## config.mk

```make
export PLATFORM = sky130hd
export DESIGN_NAME = pipelined_reduce_tree
export DESIGN_NICKNAME = d
export VERILOG_FILES = /design/src/rtl/pipelined_reduce_tree_pkg.sv /design/src/rtl/pipelined_reduce_tree_level.sv /design/src/rtl/pipelined_reduce_tree.sv
export SDC_FILE = /design/constraint.sdc
export NUM_CORES = 1
export LEC_CHECK = 0
export CAP_MARGIN = 20
export CORE_MARGIN = 2
export CORE_UTILIZATION = 54
export DETAILED_ROUTE_END_ITERATION = 10
export PLACE_DENSITY = 0.78
export SKIP_CTS_REPAIR_TIMING = 1
export SLEW_MARGIN = 20
export SYNTH_ARGS = -nofsm -noshare
export SYNTH_HDL_FRONTEND = slang
export SYNTH_HIERARCHICAL = 1
export SYNTH_SLANG_ARGS = --single-unit
```

## constraint.sdc

```tcl
create_clock -name clk -period 2.6 [get_ports clk]
set_input_delay 0.39 -clock clk [delete_from_list [all_inputs] [get_ports clk]]
set_output_delay 0.39 -clock clk [all_outputs]
set_load 0.005 [all_outputs]
```

## src/rtl/pipelined_reduce_tree_pkg.sv

```systemverilog
// Shared op encoding and the two-input combine used by every node of the reduction tree.
package reduce_pkg;

  typedef enum logic [2:0] {
    OP_SUM = 3'd0,
    OP_AND = 3'd1,
    OP_OR  = 3'd2,
    OP_XOR = 3'd3,
    OP_MAX = 3'd4,
    OP_MIN = 3'd5
  } op_e;

  // Wide enough for any legal node (DW up to 32 plus five tree levels).
  localparam int NODE_W = 64;
  typedef logic [NODE_W-1:0] node_t;

  // Operands arrive zero-extended, so logic/MAX/MIN results keep their top bits zero.
  // The op stays a raw 3-bit field so the reserved encodings 6 and 7 fall through to zero.
  function automatic node_t reduce2(logic [2:0] op, node_t a, node_t b);
    node_t r;
    r = '0;
    case (op)
      OP_SUM:  r = a + b;
      OP_AND:  r = a & b;
      OP_OR:   r = a | b;
      OP_XOR:  r = a ^ b;
      OP_MAX:  r = (a > b) ? a : b;
      OP_MIN:  r = (a < b) ? a : b;
      default: r = '0;
    endcase
    return r;
  endfunction

endpackage

```

## src/rtl/pipelined_reduce_tree_level.sv

```systemverilog
// One registered level of the reduction tree: pairs adjacent nodes and widens each result by one bit.
module reduce_level
  import reduce_pkg::*;
#(
  parameter int N_IN = 4,
  parameter int IW   = 8
) (
  input  logic                       clk,
  input  logic                       rst,
  input  logic                       en,
  input  logic                       in_valid,
  input  logic [2:0]                 in_op,
  input  logic [N_IN*IW-1:0]         in_data,
  output logic                       out_valid,
  output logic [2:0]                 out_op,
  output logic [(N_IN/2)*(IW+1)-1:0] out_data
);

  localparam int N_OUT = N_IN / 2;
  localparam int NW    = IW + 1;

  logic                valid_d, valid_q;
  logic [2:0]          op_d, op_q;
  logic [N_OUT*NW-1:0] data_d, data_q;

  always_comb begin
    // NOTE: every comb output takes its held value first, so no path can infer a latch.
    valid_d = valid_q;
    op_d    = op_q;
    data_d  = data_q;
    if (en) begin
      valid_d = in_valid;
      op_d    = in_op;
      for (int i = 0; i < N_OUT; i++) begin
        data_d[i*NW +: NW] = NW'(reduce2(in_op,
                                         node_t'(in_data[(2*i)*IW +: IW]),
                                         node_t'(in_data[(2*i+1)*IW +: IW])));
      end
    end
  end

  always_ff @(posedge clk) begin
    if (rst) begin
      // NOTE: data and op registers are reset as well as valid, so out_data and out_op read 0 after reset.
      valid_q <= 1'b0;
      op_q    <= '0;
      data_q  <= '0;
    end else begin
      // NOTE: state updates are non-blocking so every level samples its predecessor's old value.
      valid_q <= valid_d;
      op_q    <= op_d;
      data_q  <= data_d;
    end
  end

  assign out_valid = valid_q;
  assign out_op    = op_q;
  assign out_data  = data_q;

endmodule

```

## src/rtl/pipelined_reduce_tree.sv

```systemverilog
// N-channel registered reduction engine: input register S0 followed by log2(N_CH) tree levels,
// all advancing together on a single global enable so a downstream stall freezes the pipeline.
module pipelined_reduce_tree
  import reduce_pkg::*;
#(
  parameter int  N_CH = 4,
  parameter int  DW   = 8,
  localparam int OW   = DW + $clog2(N_CH)
) (
  input  logic               clk,
  input  logic               rst,
  input  logic [N_CH*DW-1:0] in_data,
  input  logic [2:0]         in_op,
  input  logic               in_valid,
  output logic               in_ready,
  output logic [OW-1:0]      out_data,
  output logic [2:0]         out_op,
  output logic               out_valid,
  input  logic               out_ready
);

  localparam int L = $clog2(N_CH);

  logic               adv;
  logic               accept;
  logic               s0_valid_d, s0_valid_q;
  logic [2:0]         s0_op_d, s0_op_q;
  logic [N_CH*DW-1:0] s0_data_d, s0_data_q;

  // Bubbles are not squeezed out: the whole pipe moves or holds as one.
  assign adv      = !out_valid || out_ready;
  assign in_ready = adv;
  assign accept   = in_valid && in_ready;

  always_comb begin
    s0_valid_d = s0_valid_q;
    s0_op_d    = s0_op_q;
    s0_data_d  = s0_data_q;
    if (adv) begin
      s0_valid_d = accept;
      s0_op_d    = in_op;
      s0_data_d  = in_data;
    end
  end

  always_ff @(posedge clk) begin
    if (rst) begin
      s0_valid_q <= 1'b0;
      s0_op_q    <= '0;
      s0_data_q  <= '0;
    end else begin
      s0_valid_q <= s0_valid_d;
      s0_op_q    <= s0_op_d;
      s0_data_q  <= s0_data_d;
    end
  end

  for (genvar k = 0; k < L; k++) begin : g_lvl
    localparam int IW   = DW + k;
    localparam int N_IN = N_CH >> k;

    logic                       v_in;
    logic [2:0]                 op_in;
    logic [N_IN*IW-1:0]         d_in;
    logic                       v_out;
    logic [2:0]                 op_out;
    logic [(N_IN/2)*(IW+1)-1:0] d_out;

    if (k == 0) begin : g_first
      assign v_in  = s0_valid_q;
      assign op_in = s0_op_q;
      assign d_in  = s0_data_q;
    end else begin : g_rest
      assign v_in  = g_lvl[k-1].v_out;
      assign op_in = g_lvl[k-1].op_out;
      assign d_in  = g_lvl[k-1].d_out;
    end

    reduce_level #(
      .N_IN (N_IN),
      .IW   (IW)
    ) u_level (
      .clk       (clk),
      .rst       (rst),
      .en        (adv),
      .in_valid  (v_in),
      .in_op     (op_in),
      .in_data   (d_in),
      .out_valid (v_out),
      .out_op    (op_out),
      .out_data  (d_out)
    );
  end

  assign out_valid = g_lvl[L-1].v_out;
  assign out_op    = g_lvl[L-1].op_out;
  assign out_data  = g_lvl[L-1].d_out;

endmodule

```

==> results <==
- The netlist uses 79 different library cells.
- The startpoint type of the worst setup path is a register.
- The antenna diode instance count is 0.
- At the worst endpoint, the arrival time is 2.75 ns.
- The die span in y is 118 microns.
- Counting instances, the worst hold path has a depth of 2.
- Global routing used 26.0% of the available tracks across all layers.
- Setup repair after global routing could not meet its margin everywhere.
- Wires add up to 18800 microns.
- The later-pin clock latency in the skew report is 0.35 ns.
- The cell area after technology mapping is 6960 sq um.
- The warning count from the yosys run is 6.
- In the final routed layout, each cell accounts on average for 17.1 microns.
- The number of max-cap violations is 0.
- The first global-routing pass estimated 29900 microns of wire.
- The critical setup path kind is register to register.
- The number of core rows is 41.
- The clock drives 72 sinks.
- The first routing iteration left 596 violations.
- Of the total power, combinational logic draws 39.5%.
- The core region is 12600 sq um.
- The starting density of the core is 55.1%.
- The setup slack of the worst register-to-register path is 0.09 ns.
- TritonCTS built the clock tree.
- Detailed placement finished with a half-perimeter wire length of 13400 microns.
- From left edge to right edge, the die measures 118 microns.
- The hold path startpoint is g_lvl[1].u_level/out_data[9].
- The analysis attributes to cell leakage a power of 3.59 nW.
- The final total negative setup slack is 0 ns.
- After global routing the overflow that remains totals 0.
- The relative max-transition margin is 57.0%.
- The number of antenna violations at the first check in global routing is 0.
- For hold timing, the worst endpoint is g_lvl[1].u_level/out_data[9].
- The iteration count of the initial detailed-routing pass is 6.
- In this run the critical register-to-register path is captured at g_lvl[0].u_level/out_data[11].
- A synthesized cell averages 8.53 sq um.
- The critical path required time is 2.83 ns.
- Net switching is 33.9% of the power.
- Clock-pin slew was measured on the worst setup and hold paths at 0.07 ns.
- The number of cells on the worst reg-to-reg path is 10.
- The proportion of register bits with asynchronous set or reset after synthesis is 0%.
- Of the cells placed in the final design, the portion with a size suffix greater than 1 is 25.3%.
- The I/O pin count is 54.
- The total net switching power is 1.41 mW.
- The final-report hold violation count was 0.
- The count of antenna-violating nets left after detailed routing is 0.
- Routability-driven placement finished with a final weighted congestion of 0.943.
- The total internal power is 2.75 mW.
- The total nets after synthesis is 933.
- Along the worst path, the maximum fanout reaches 8.
- The H-tree was split into 3 levels.
- The post-route minimum period is 2.51 ns.
- The max-slew violation count was 0.
- The worst hold path belongs to the class register to register.
- The measured slew at the worst slew-check pin is 0.644 ns.
- The number of cells produced by synthesis is 816.
- The share of the cycle needed by the critical path after routing is 96.7%.
- The number of nets in the layout is 1042.
- The fraction of the core area covered by cells at the end of the flow is 68.4%.
- Final hold analysis gives a worst-case slack of 0.481 ns.
- The power per cell area is 482 nW/um^2.
- The remaining design rule violation count is 0.
- The maximum VDD drop is 0.405 mV.
- In this run, the clock network consumes 30.4% of the power.
- The share of power burned in registers is 30.1%.
- The run finished with clean final reports.
- The number of port buffers is 53.
- In the synthesized netlist the dominant register cell turns out to be dfxtp_1.
- Setup violations remaining at the end of the flow were counted as 0.
- In this run the deepest clock path goes through 2 buffers.
- The clock buffer count from CTS is 9.
- The fraction of the yosys area taken by sequential cells is 20.7%.
- The root buffer cell chosen for the clock tree is clkbuf_16.
- The via count of the first global-routing pass is 6189.
- The synthesized flop and latch total is 72.
- The worst setup path is captured at a register.
- The pin count of the biggest net entering global routing is 75.
- The worst register-to-register path begins at g_lvl[0].d_in[25].
- The die covers 13800 sq um.
- Yosys mapped a number of flops with a built-in enable equal to 0.
- Between clock sinks in the finished design, the worst skew comes to 0.00997 ns.
- From synthesis to final layout, the design area changed by 24.1%.
- Summing over every cut layer, the via total after detailed routing is 6422.
- The upper clock frequency limit is 398 MHz.
- The detailed-route vias per instance is 5.83.
cell usage in the layout, fill, tap and decap left out, types with 6 or more instances in the layout:
cell type	Yosys	layout
a211oi_1	14	12
a21oi_1	65	65
a221oi_2	5	7
buf_4	4	96
clkbuf_16	0	9
clkdlybuf4s50_1	0	52
dfxtp_1	72	59
dfxtp_2	0	13
ha_1	75	63
ha_4	0	11
inv_1	70	58
inv_2	1	11
mux2_2	18	18
mux2i_1	54	54
nand2_1	33	33
nand2b_1	55	55
nand4bb_1	36	36
nor2_1	65	65
nor2b_1	6	6
o21ai_0	28	28
o21ai_1	15	15
o21ai_2	28	28
o221ai_1	6	6
o22ai_1	10	10
xnor2_1	8	8
metal layers:
metal	vias to the layer above	part of all wire (%)	GRT usage, %
li1	3116	-	-
met1	2992	44	34.1
met2	257	48	42.8
met3	57	5.0	3.68
met4	0	3.3	11.4
met5	-	0	0
worst max-delay path, stage by stage (launching register included):
cell      delay, ns
dfxtp_2        0.36
inv_4          0.07
ha_4           0.29
o21bai_4       0.05
a221o_1        0.37
a211oi_4       0.30
buf_4          0.24
mux2i_1        0.26
o22ai_1        0.09
a21oi_1        0.26
o21ai_1        0.10
cell type report:
cell class,count,area (sq um)
clock buffer,11,233
multi-input combinational,617,5100
tap,172,215
inverter,72,275
timing repair buffer,153,1300
fill,1002,3980
clock inverter,5,56.3
sequential,72,1460
power groups by stage:
stage          clock, mW  combinational (mW)  sequential (mW)
2_1_floorplan          0                1.00             1.28
3_3_place_gp           0                1.45             1.26
5_1_grt             1.33                1.77             1.26
6_report            1.27                1.64             1.25
4_1_cts             1.28                1.50             1.24
3_5_place_dp           0                1.49             1.27
cell usage after synthesis (10+ instances only):
cell,instances,area (sq um)
ha_1,75,938
dfxtp_1,72,1440
inv_1,70,263
a21oi_1,65,325
nor2_1,65,244
nand2b_1,55,344
mux2i_1,54,541
nand4bb_1,36,405
nand2_1,33,124
clkbuf_1,29,109
o21ai_0,28,140
o21ai_2,28,245
mux2_2,18,203
o21ai_1,15,75.1
a211oi_1,14,105
o22ai_1,10,62.6
how the worst max path moves through the flow:
stage	to	start
global route	g_lvl[0].u_level/out_data[14]	g_lvl[0].d_in[25]
CTS	g_lvl[1].u_level/out_data[7]	g_lvl[0].u_level/out_data[7]
finish	g_lvl[0].u_level/out_data[11]	g_lvl[0].d_in[25]
detailed placement	g_lvl[1].u_level/out_data[7]	g_lvl[0].u_level/out_data[7]
floorplan	g_lvl[1].u_level/out_data[3]	g_lvl[0].u_level/out_data[7]
global placement	g_lvl[1].u_level/out_data[7]	g_lvl[0].u_level/out_data[7]
flip-flops by register name (all words and copies together) (netlist names):
register                 count
g_lvl.d_in                  32
g_lvl.op_in                  3
g_lvl.u_level/out_data      28
g_lvl.u_level/out_op         6
g_lvl.u_level/out_valid      2
g_lvl.v_in                   1
kinds of logic after synthesis:
group	after synthesis	share of synthesized area (%)
and+or+nand+nor	228	20.3
AOI/OAI and AO/OA	225	22.9
buffers and inverters	127	8.88
adders and majority gates	78	14.3
muxes	74	11.3
DFF	72	20.7
xor gates and xnor gates	12	1.51
per-stage QoR:
step	setup WS [ns]	instance area [sq um]	instances	total power, mW
detailed placement	-0.270	8070	1080	2.75
floorplan	0.119	6960	816	2.28
global placement	-0.183	8070	1080	2.72
global route	-0.0315	8640	1102	4.36
CTS	-0.282	8360	1096	4.02
finish	0.0866	8640	1102	4.16
Note: power is estimated with default switching activity, not from simulation.
